File: src/rtl/program_sequencer.sv
// program_sequencer: fetch/latch/execute controller between the program ROM
// and the processor. Owns the program counter, latches each instruction,
// issues a one-cycle execute strobe, and handles run, single-step, halt
// request, jump and HALT-opcode control.
module program_sequencer #(
  parameter int                         ADDR_W     = 2,
  parameter int                         DATA_W     = 8,
  parameter logic [DATA_W-1:0]          HALT_OP    = 8'hFF,
  parameter logic [DATA_W-ADDR_W-1:0]   JMP_PREFIX = 6'b111100
) (
  input  logic              clk,
  input  logic              rst,
  input  logic              run,
  input  logic              step,
  input  logic              halt_req,
  input  logic [DATA_W-1:0] instruction,
  output logic [ADDR_W-1:0] address,
  output logic [DATA_W-1:0] ir,
  output logic              exec_en,
  output logic              busy,
  output logic              halted,
  output logic              pc_wrap
);

  typedef enum logic [2:0] {
    S_IDLE   = 3'd0,
    S_FETCH  = 3'd1,
    S_LATCH  = 3'd2,
    S_EXEC   = 3'd3,
    S_HALTED = 3'd4
  } state_t;

  state_t              state_q, state_d;
  logic [ADDR_W-1:0]   pc_q, pc_d;
  logic [DATA_W-1:0]   ir_q, ir_d;
  logic                halt_pend_q, halt_pend_d;
  logic                single_q, single_d;
  logic                pc_wrap_q, pc_wrap_d;
  logic                is_jump;

  // The jump test looks only at the latched instruction, never at ROM data.
  assign is_jump = (ir_q[DATA_W-1:ADDR_W] == JMP_PREFIX);

  // State and datapath registers; reset abandons any instruction in flight.
  always_ff @(posedge clk or posedge rst) begin
    if (rst) begin
      state_q     <= S_IDLE;
      pc_q        <= '0;
      ir_q        <= '0;
      halt_pend_q <= 1'b0;
      single_q    <= 1'b0;
      pc_wrap_q   <= 1'b0;
    end else begin
      state_q     <= state_d;
      pc_q        <= pc_d;
      ir_q        <= ir_d;
      halt_pend_q <= halt_pend_d;
      single_q    <= single_d;
      pc_wrap_q   <= pc_wrap_d;
    end
  end

  // Next-state and datapath update logic.
  always_comb begin
    state_d     = state_q;
    pc_d        = pc_q;
    ir_d        = ir_q;
    halt_pend_d = halt_pend_q;
    single_d    = single_q;
    pc_wrap_d   = 1'b0;
    unique case (state_q)
      S_IDLE: begin
        // run wins over step when both are high
        if (run) begin
          state_d  = S_FETCH;
          single_d = 1'b0;
        end else if (step) begin
          state_d  = S_FETCH;
          single_d = 1'b1;
        end
      end
      S_FETCH: begin
        // ROM registers address=pc at the end of this cycle
        halt_pend_d = halt_pend_q | halt_req;
        state_d     = S_LATCH;
      end
      S_LATCH: begin
        halt_pend_d = halt_pend_q | halt_req;
        ir_d        = instruction;
        // HALT word is latched but never executed; pc keeps pointing at it
        if (instruction == HALT_OP) state_d = S_HALTED;
        else                        state_d = S_EXEC;
      end
      S_EXEC: begin
        if (is_jump) begin
          pc_d = ir_q[ADDR_W-1:0];
        end else begin
          pc_d      = pc_q + ADDR_W'(1);
          pc_wrap_d = &pc_q;
        end
        // A halt request raised in this very cycle still stops after this EXEC
        if (single_q || halt_pend_q || halt_req || !run) begin
          state_d     = S_IDLE;
          halt_pend_d = 1'b0;
        end else begin
          state_d = S_FETCH;
        end
      end
      S_HALTED: state_d = S_HALTED;
      default:  state_d = S_IDLE;
    endcase
  end

  // Outputs decoded purely from registers, no input-to-output paths.
  always_comb begin
    exec_en = (state_q == S_EXEC);
    busy    = (state_q == S_FETCH) || (state_q == S_LATCH) || (state_q == S_EXEC);
    halted  = (state_q == S_HALTED);
    address = pc_q;
    ir      = ir_q;
    pc_wrap = pc_wrap_q;
  end

endmodule
File: config.mk
export PLATFORM = sky130hd
export DESIGN_NAME = program_sequencer
export DESIGN_NICKNAME = d
export VERILOG_FILES = /design/src/rtl/program_sequencer.sv
export SDC_FILE = /design/constraint.sdc
export NUM_CORES = 1
export LEC_CHECK = 0
export CORE_MARGIN = 3
export CORE_UTILIZATION = 43
export DETAILED_ROUTE_END_ITERATION = 12
export PLACE_DENSITY = 0.86
export REMOVE_ABC_BUFFERS = 1
export SLEW_MARGIN = 20
export SYNTH_ARGS = -nofsm -noshare
export SYNTH_HDL_FRONTEND = slang
export SYNTH_SLANG_ARGS = --single-unit
File: constraint.sdc
create_clock -name clk -period 1.7 [get_ports clk]
set_input_delay 0.17 -clock clk [delete_from_list [all_inputs] [get_ports clk]]
set_output_delay 0.17 -clock clk [all_outputs]
set_load 0.005 [all_outputs]
# [After elaboration in Yosys (flattened, before gate mapping)]
# Index checks and enable logic that the tools add are counted.
[totals] reg_bits=16 wordCells=41
[classes] n_addsub=1 n_eq_ne=8 n_mux=12 n_bitwise=1 n_reduce_logical=13
[ops] operator="case mux 3 bit (5 select lines)" n=1
[ops] operator="two-way mux 3 bit" n=3
[ops] operator="equality test 8 bit (second input constant)" n=1
[ops] operator="equality test 3 x 2 -> 1 bit (second input constant)" n=2
[ops] operator="equality test 6 bit (second input constant)" n=1
[ops] operator="two-way mux 1 bit" n=6
[ops] operator="AND reduction 2 bit" n=3
[ops] operator="logical OR 1 bit" n=5
[ops] operator="nonzero test 2 bit" n=2
[ops] operator="equality test 3 x 1 -> 1 bit (second input constant)" n=1
[ops] operator="equality test 3 bit (second input constant)" n=1
[ops] operator="logical NOT 3 bit" n=1
[ops] operator="inequality test 3 bit (second input constant)" n=1
[ops] operator="adder 2 x 1 -> 2 bit (second input constant)" n=1
[ops] operator="two-way mux 2 bit" n=1
[ops] operator="inequality test 2 x 1 -> 1 bit (second input constant)" n=1
[ops] operator="case mux 1 bit (2 select lines)" n=1
[ops] operator="OR reduction 2 bit" n=1
[ops] operator="logical NOT 1 bit" n=1
[ops] operator="OR 1 bit" n=1

# [Logic depth before layout (Yosys ltp)]
# Gate-level depths: netlist of the first run.
[depth] word_depth=5 mapped_depth=5 ltp_nobuf=3

# [Worst setup path after synthesis of the first run]
# OpenSTA, ideal clock, no wires.
[synth_timing] path_type="register to register" from="register state_q[0]" to="register ir_q[1] (netlist: ir[1])" setup_ps=125 arrival_ps=1171 slack_ps=404 stages_incl_launch_ff=5 n_path_buf=2 synth_period_minus_slack_ps=1296 cell_sequence="dfrtp_1 -> buf_4 -> nor3b_2 -> buf_4 -> mux2_2"
[synth_between] elab_chain_cells=1
[synth_rtl] element="start: declaration" line_no="33" source="state_t state_q, state_d;"
[synth_rtl] element="start signal: assignment" line_no="54" source="state_q <= state_d;"
[synth_rtl] element="equality test 3 x 2 -> 1 bit" line_no="71" source="unique case (state_q)"
[synth_rtl] element="end signal: assignment" line_no="56" source="ir_q <= ir_d;"
[synth_rtl] element="end: declaration" line_no="35" source="logic [DATA_W-1:0] ir_q, ir_d;"
# No other way between the ends.
# A chain may end at the register's enable or synchronous reset.

# [Worst setup path after layout of the first run]
[layout_timing] from="register state_q[0]" to="output port exec_en"
[layout_between] elab_chain_cells=1
[layout_rtl] element="equality test 3 x 2 -> 1 bit" line_no="116" source="exec_en = (state_q == S_EXEC);"
[layout_rtl] element="end: declaration" line_no="19" source="output logic exec_en,"
# No other way between the ends.

==> impl_results.md, run 1 <==
* RD Place Congestion at 0.742
* Die W at 48.2 µm
* Largest net degree at the start of global routing at 17
* Worst Setup End Kind: output port
* Final wirelength at 1930 µm
* Drt first pass iters at 4
* Most common cell in the synthesized netlist: dfrtp_1
* Final hold violations at 0
* Final worst slack at 17.8 ps
* Starting Density at 0.480
* Final period util at 0.990
* Core area at 1590 µm²
* Max-cap violations at 0
* Clk buf depth at 2
* Clk slew on worst S/H paths at 90 ps
* Sequential share of the synthesized area at 0.524
* Crit-path max FO at 4
* WL/cell at 15.3 µm
* Critical Path AT at 1510 ps
* Placed Cells at 114
* Input/output buffers at 26
* Overflow after GRT at 0
* Net Switching at 0.658 mW
* Worst VDD drop at 0.933 mV
* Top cells by count, synth: dfrtp_1 (16), mux2_2 (7), nor2_1 (5)
* Status: complete, no violations
* CTS tree: done
* Hold Worst Slack at 245 ps
* F_max at 594 MHz
* Antenna violations before repair at 0
* Post-synth ARST share at 1.00
* Clk pwr share at 0.099
* IO Count at 27
* Vias in the first global route at 697
* TritonCTS Buffers at 3
* Clk sink count at 16
* Clock latency on the worst-skew pair at 280 ps
* Layout net count at 118
* Pre-CTS WS at 196 ps
* Mapped cell area at 764 µm²
* Final slew viol count at 0
* Period minus WS final at 1680 ps
* Mapped Cells at 65
* Root Buffer: clkbuf_4
* Cell Count, Final, Fillers Out at 126
* EDFF count, synth at 0
* Least-Margin Pin Slew at 586 ps
* N_diodes at 0
* Total power at 1.96 mW
* Main synth FF type: dfrtp_1
* H-tree levels at 1
* Final core occ at 0.720
* Synth top area cells: dfrtp_1 (52%), mux2_2 (10%), a21oi_1 (2.6%)
* Internal power at 1.30 mW
* Rows at 14
* Fillers at 113
* Worst Skew at 2.79 ps
* Total global-route track usage at 0.192
* Drt via density at 5.23
* Area grow syn2layout at 50.1%
* Final setup viols at 0
* DR vias at 659
* Yosys cell types at 29
* Die area at 2320 µm²
* Post-route DRC at 0
* Drt initial violations at 5
* Register share of total power at 0.377
* Rel. slew slack at 0.609
* DP HPWL at 1260 µm
* PwrDens at 1710 nW/µm²
* Antenna Nets Post-Route at 0
* FF+latch count, synth at 16
* Sw Ratio at 0.336
* Synth warn at 0
* Area leader, netlist: dfrtp_1
* Die Height at 48.2 µm
* Worst path required time at 1530 ps
* Share of cells above drive strength 1 at 0.294
* Hold Crit Class: in2async
* Combinational Power Share at 0.524
* WS Path Type: reg2out
* Leak Pwr at 0.502 nW
* Avg Inst Size Synth at 11.8 µm²
* First-pass GRT wire length at 3110 µm
* Startpoint types: flip-flop
* Yosys top cell area share at 0.524
-- cell families (layout without fill, tap and decap cells) --
family          after synthesis  count (layout)  share of synthesized area
simple gates                 18              18                      0.149
compound gates               17              17                      0.160
flops                        16              16                      0.524
mux                           8               8                      0.116
buf+inv                       5              42                     0.0344
fa+ha+maj                     1               1                     0.0164
-- cell type report --
| cell class | instances | area, µm² | area share |
|---|---|---|---|
| Timing Repair Buffer | 37 | 345 | 0.301 |
| Clock buffer | 3 | 22.5 | 0.0196 |
| Multi-Input combinational cell | 44 | 338 | 0.294 |
| Sequential cell | 16 | 404 | 0.352 |
| Inverter | 2 | 7.51 | 0.00654 |
| Tap cell | 24 | 30.0 | 0.0262 |
-- path summary, 6_finish.rpt --
check | startpoint | endpoint | slack (ps) | cells after the start
hold reg to reg | address[0] | address[0] | 530 | 1
setup / recovery | state_q[0] | exec_en | 20 | 3
setup reg to reg | state_q[0] | state_q[0] | 250 | 5
min in group clk | instruction[0] | ir[0] | 480 | 3
max in group asynchronous | rst | state_q[2] | 1040 | 2
hold / removal | rst | pc_wrap | 240 | 2
-- cell usage in the layout (no fill, tap or decap), drive strengths merged, types with 2 or more instances in the layout --
master / Yosys / layout
clkdlybuf4s50: 0 / 25
dfrtp: 16 / 16
buf: 2 / 11
mux2: 7 / 7
nor2: 5 / 5
a21oi: 4 / 4
o21ai: 4 / 4
clkbuf: 1 / 3
nand4: 3 / 3
o21ba: 2 / 2
inv: 2 / 2
nand2: 2 / 2
-- power by group through the flow --
stage / logic (mW) / clock network [mW] / registers [mW]
floorplan: 0.414 / 0 / 0.729
global placement: 0.830 / 0 / 0.748
detailed placement: 0.857 / 0 / 0.761
CTS: 0.957 / 0.197 / 0.742
global route: 1.12 / 0.212 / 0.770
finish: 1.03 / 0.193 / 0.739
-- per-stage QoR --
step	cell area [µm²]	TNS, ps
2_1_floorplan	746	0
3_3_place_gp	1050	0
3_5_place_dp	1050	0
4_1_cts	1110	0
5_1_grt	1150	-15.8
6_report	1150	0
-- worst max-delay path, stage by stage, from the launching register on --
cell and delay (ps):
dfrtp_2 410, buf_4 130, and3b_1 180, clkdlybuf4s50_1 520
-- sequential cells by signal, summed over array words and instances (netlist names) --
| name | flops |
|---|---|
| state_q | 3 |
| ir | 8 |
| address | 2 |
| single_q | 1 |
| pc_wrap | 1 |
| halt_pend_q | 1 |
-- timing repair --
action,CTS,global route
gates resized for setup,2,2
hold buffers,0,0
pin swaps,0,0
setup buffers,4,5
setup endpoints to repair,2,3
-- layer usage --
metal	routed length, µm	vias up	track usage	part of all wire
li1	-	319	-	-
met1	803	317	0.240	0.42
met2	1000	19	0.326	0.52
met3	99	4	0.0369	0.051
met4	25	0	0.0699	0.013
met5	0	-	0	0
Note: power is estimated with default switching activity, not from simulation.
==> run 2, diff against run 1 <==
Settings changed: SETUP_SLACK_MARGIN from default to 0.1.
==> run 2 against run 1 <==
Against the previous run: register-to-register slack improved by 50 ps; hold slack improved by 8.1 ps; core utilization fell by 0.94 points; clock power barely moved; wire length fell by 3.7%; sequential power rose by 0.9%; setup slack improved by 170 ps; final cell count fell by 1.6%; clock skew barely moved; final area fell by 1.3%; critical endpoint is now busy; largest cell class unchanged; largest power group unchanged.
==> impl_results.md, run 2 (synthesized netlist as in run 1, its figures left out) <==
* Status: complete, no violations
* RSZ-0062 raised after global routing: no
* Rows at 14 (unchanged)
* CP max stage cell: dfrtp_2
* Drt initial violations at 7 (+2)
* Die area at 2320 µm² (unchanged)
* Crit-path max FO at 4 (unchanged)
* Max reg flops at 8 (unchanged)
* Period minus WS final at 1510 ps (-174 ps)
* CP peak stage delay at 440 ps (-80 ps)
* Final wirelength at 1860 µm (-3.7%)
* Final slew viol count at 0 (unchanged)
* RD Place Congestion at 0.742 (unchanged)
* Most common cell after layout, fill and taps aside: clkdlybuf4s50_1
* Hold Crit Class: in2async
* Internal power at 1.25 mW (-4.1%)
* Reg2Reg Setup Slack at 300 ps (+50 ps)
* Drt first pass iters at 4 (unchanged)
* Post-route DRC at 0 (unchanged)
* WL/cell at 15.0 µm (-2.2%)
* TritonCTS Buffers at 3 (unchanged)
* Final Instance Area at 1130 µm² (-1.3%)
* Worst VDD drop at 0.870 mV (-6.7%)
* Crit-path cells: buf_4 -> o21ba_2 -> dlygate4sd2_1
* Clk buf depth at 2 (unchanged)
* PwrDens at 1670 nW/µm² (-2.3%)
* Grt peak-use layer: met2
* Cts hold-fix bufs at 0 (unchanged)
* N_diodes at 0 (unchanged)
* Fin Setup TNS at 0 ps (unchanged)
* Startpoint types: flip-flop
* Met3 usage at 0.0369 (unchanged)
* Clk sink count at 16 (unchanged)
* Total global-route track usage at 0.194 (+0.00228)
* Worst Setup End Kind: output port
* Layout net count at 116 (-1.7%)
* Die Height at 48.2 µm (unchanged)
* Placed Area at 1050 µm² (unchanged)
* CP Buf/Inv Count at 2 (unchanged)
* Most frequent cells in the layout: clkdlybuf4s50_1 (23), dfrtp_1 (13), buf_4 (9)
* Top delay family on crit path: flip-flops
* Leak Pwr at 0.497 nW (-1.0%)
* Vias in the first global route at 711 (+2.0%)
* Met2 Use GR at 0.336 (+0.0104)
* WS Path Type: reg2out
* Root Buffer: clkbuf_4
* Least-Margin Pin Slew at 599 ps (+13.3 ps)
* Net Switching at 0.641 mW (-2.5%)
* Fillers at 117 (+3.5%)
* IO Count at 27 (unchanged)
* Worst Skew at 3.01 ps (+0.215 ps)
* Clk pwr share at 0.101 (+0.002)
* Sw Ratio at 0.340 (+0.00370)
* Antenna Nets Post-Route at 0 (unchanged)
* Pre-CTS WS at 196 ps (unchanged)
* Register share of total power at 0.395 (+0.018)
* Final worst slack at 192 ps (+174 ps)
* Final period util at 0.887 (-0.103)
* Final hold violations at 0 (unchanged)
* DR vias at 657 (-0.30%)
* Clock latency on the worst-skew pair at 280 ps (about the same)
* Critical Path AT at 1340 ps (-170 ps)
* Largest net degree at the start of global routing at 17 (unchanged)
* Final setup viols at 0 (unchanged)
* F_max at 663 MHz (+12%)
* H-tree levels at 1 (unchanged)
* Core area at 1590 µm² (unchanged)
* Drt via density at 5.30 (+1.3%)
* Share of cells above drive strength 1 at 0.290 (-0.00412)
* Worst path required time at 1530 ps (about the same)
* First-pass GRT wire length at 3150 µm (+1.5%)
* Multi-input gate area at 340 µm² (+0.74%)
* Seq. cell area at 404 µm² (unchanged)
* Met1 usage at 0.238 (-0.00231)
* Combinational Power Share at 0.503 (-0.021)
* DP HPWL at 1260 µm (unchanged)
* Antenna violations before repair at 0 (unchanged)
* Area grow syn2layout at 48.1%
* Overflow after GRT at 0 (unchanged)
* Die W at 48.2 µm (unchanged)
* Rel. slew slack at 0.600 (-0.00887)
* Final core occ at 0.710 (-0.00942)
* Input/output buffers at 26 (unchanged)
* Starting Density at 0.480 (unchanged)
* CTS tree: done
* Clk slew on worst S/H paths at 90 ps (about the same)
* Max-cap violations at 0 (unchanged)
==> run 2: changes by cell type in the layout (fill, tap and decap cells not counted), sizes merged <==
cell           previous run  this run
buf                      11         9
dlygate4sd2               0         2
clkdlybuf4s50            25        23
==> run 2: layout make-up <==
cell class	instances	share of cell area
tap	24	0.0265
clock buffer	3	0.0199
sequential	16	0.357
inverter	2	0.00663
timing repair buffer	35	0.290
multi-input combinational	44	0.301
==> run 2: metrics by stage <==
step | power (mW) | std cells | hold WS (ps)
5_1_grt | 2.04 | 124 | 305
3_3_place_gp | 1.58 | 114 | 492
6_report | 1.89 | 124 | 253
4_1_cts | 1.89 | 124 | 271
3_5_place_dp | 1.62 | 114 | 521
2_1_floorplan | 1.14 | 62 | 83.7
==> run 2: timing repair <==
item / 4_1_cts / 5_1_grt
pin swaps: 0 / 0
setup buffers: 7 / 0
resized for setup: 6 / 1
setup endpoints to repair: 3 / 1
gates cloned: 0 / 0
hold endpoints to repair: 0 / 0
==> run 2: power by group through the flow <==
stage	clock network (mW)	logic, mW	registers (mW)
5_1_grt	0.213	1.04	0.781
2_1_floorplan	0	0.414	0.729
4_1_cts	0.197	0.943	0.746
3_5_place_dp	0	0.857	0.761
6_report	0.191	0.949	0.746
3_3_place_gp	0	0.830	0.748
==> run 2: per-layer routing <==
| metal | routed length [µm] | share of wire | up-vias |
|---|---|---|---|
| met5 | 0 | 0 | - |
| met4 | 9 | 0.0048 | 0 |
| met3 | 107 | 0.058 | 2 |
| met2 | 971 | 0.52 | 21 |
| met1 | 768 | 0.41 | 319 |
| li1 | - | - | 315 |
==> run 2: final timing paths <==
path                                start  depth (start not counted)          to
min in group clk           instruction[0]                          3       ir[0]
hold reg to reg                address[0]                          1  address[0]
setup reg to reg               state_q[2]                          4       ir[7]
hold / removal                        rst                          2     pc_wrap
max in group asynchronous             rst                          2  state_q[2]
setup / recovery               state_q[1]                          3        busy
==> run 3, diff against run 2 <==
Settings changed: GPL_TIMING_DRIVEN from default to 0.
==> run 3 against run 2 <==
Against the previous run: hold slack got worse by 0.94 ps; combinational power decreased by 4.1%; fmax decreased by 2.3%; sequential share of layout area shrank 0.079 points; clock-buffer cell count rose by 1; non-clock buffer count shrank 3; register-to-register slack lost 140 ps; critical path type is now reg2reg; highest routed layer unchanged.
==> impl_results.md, run 3 (synthesized netlist as in run 1, its figures left out) <==
* Final slew viol count at 0 (unchanged)
* Vias in the first global route at 620 (-13%)
* Final setup viols at 0 (unchanged)
* Reg2reg path depth at 3 (-1)
* Clk slew on worst S/H paths at 90 ps (about the same)
* Drt first pass iters at 4 (unchanged)
* DR vias at 664 (+1.1%)
* Fillers at 113 (-3.4%)
* WS Path Type: reg2reg
* Worst path required time at 1870 ps (+340 ps)
* First-pass GRT wire length at 2700 µm (-14%)
* Share of cells above drive strength 1 at 0.286 (-0.00429)
* Hold Crit Class: in2async
* Clk sink count at 16 (unchanged)
* Max-cap violations at 0 (unchanged)
* DP HPWL at 1220 µm (-3.5%)
* Layout net count at 113 (-2.6%)
* F_max at 648 MHz (-2.3%)
* Reg2Reg Setup Slack at 160 ps (-140 ps)
* Drt initial violations at 14 (+7)
* Die W at 48.2 µm (unchanged)
* Die Height at 48.2 µm (unchanged)
* TritonCTS Buffers at 3 (unchanged)
* CTS tree: done
* H-tree levels at 1 (unchanged)
* WL/cell at 14.4 µm (-3.6%)
* Area grow syn2layout at 48.4%
* Antenna Nets Post-Route at 0 (unchanged)
* N_diodes at 0 (unchanged)
* Cts hold-fix bufs at 0 (unchanged)
* Worst VDD drop at 1.03 mV (+18%)
* Worst Setup End Kind: flip-flop
* Clk buf depth at 2 (unchanged)
* Drt via density at 5.44 (+2.7%)
* CP endpoint: ir[7]
* Die area at 2320 µm² (unchanged)
* Startpoint types: flip-flop
* IO Count at 27 (unchanged)
* RD Place Congestion at 0.746 (+0.57%)
* Placed Area at 1040 µm² (-1.4%)
* Final Instance Area at 1130 µm² (+0.22%)
* Fin Setup TNS at 0 ps (unchanged)
* Final core occ at 0.712 (+0.00157)
* Final hold violations at 0 (unchanged)
* Rel. slew slack at 0.596 (-0.00443)
* Clock latency on the worst-skew pair at 280 ps (about the same)
* Root Buffer: clkbuf_4
* Overflow after GRT at 0 (unchanged)
* Leak Pwr at 0.493 nW (-0.71%)
* Max reg flops at 8 (unchanged)
* Worst Skew at 3.57 ps (+0.561 ps)
* Largest net degree at the start of global routing at 17 (unchanged)
* Core area at 1590 µm² (unchanged)
* Crit-path max FO at 11 (+7)
* Reg-to-Reg End: ir[7]
* Crit. Startpoint: state_q[2]
* Most frequent cells in the layout: clkdlybuf4s50_1 (23), dfrtp_1 (13), mux2_2 (7)
* RSZ-0062 raised after global routing: yes
* Rows at 14 (unchanged)
* Critical Path AT at 1720 ps (+380 ps)
* Final wirelength at 1760 µm (-5.1%)
* PwrDens at 1690 nW/µm² (+1.6%)
* Period minus WS final at 1540 ps (+35.3 ps)
* Hold Worst Slack at 252 ps (-0.937 ps)
* Total global-route track usage at 0.169 (-0.0248)
* Post-route DRC at 0 (unchanged)
* R2R Path Start: state_q[2]
* Status: complete, no violations
* Starting Density at 0.480 (unchanged)
* Least-Margin Pin Slew at 606 ps (+6.63 ps)
* Input/output buffers at 26 (unchanged)
* Antenna violations before repair at 0 (unchanged)
* Final period util at 0.908 (+0.0207)
* Most common cell after layout, fill and taps aside: clkdlybuf4s50_1
==> run 3: repair_timing <==
item,CTS,global route
endpoints found under the setup margin,11,10
gates resized for setup,6,3
pin swaps,0,1
buffers inserted,4,2
==> run 3: how the worst min path moves through the flow <==
stage	startpoint	endpoint	slack, ps	depth (start not counted)
floorplan	rst	address[0]	80	1
global placement	halt_pend_q	halt_pend_q	480	2
detailed placement	halt_pend_q	halt_pend_q	480	2
CTS	rst	pc_wrap	270	2
global route	rst	halt_pend_q	300	2
finish	rst	address[0]	250	2
==> run 3: critical path, cell delays in order, from the launching register on <==
cell	delay, ps
dfrtp_2	450
buf_4	150
nor3b_4	440
mux2_2	400
==> run 3: per-stage QoR <==
step	setup slack (ps)	std cells	power (mW)
floorplan	277	62	1.14
global placement	90.4	112	1.54
detailed placement	31.3	112	1.59
CTS	15.6	120	1.91
global route	82.1	122	2.06
finish	157	122	1.92
==> run 3: final cells by class <==
| class | instances | area [µm²] | area share |
|---|---|---|---|
| Tap cell | 24 | 30.0 | 0.0265 |
| Inverter | 2 | 7.51 | 0.00662 |
| Clock buffer | 4 | 36.3 | 0.0320 |
| Multi-Input combinational cell | 44 | 348 | 0.307 |
| Sequential cell | 16 | 404 | 0.356 |
| Timing Repair Buffer | 32 | 309 | 0.272 |
==> run 3: where the power goes <==
group	leakage, nW	switching [mW]	internal, mW
combinational	0.285	0.321	0.589
sequential	0.188	0.200	0.563
clock	0.0210	0.117	0.130
==> run 3: layer usage <==
metal / vias up / track usage / routed length, µm
met5: - / 0 / 0
met4: 0 / 0.0538 / 25
met3: 4 / 0.0443 / 114
met2: 26 / 0.294 / 897
met1: 320 / 0.202 / 724
li1: 314 / - / -
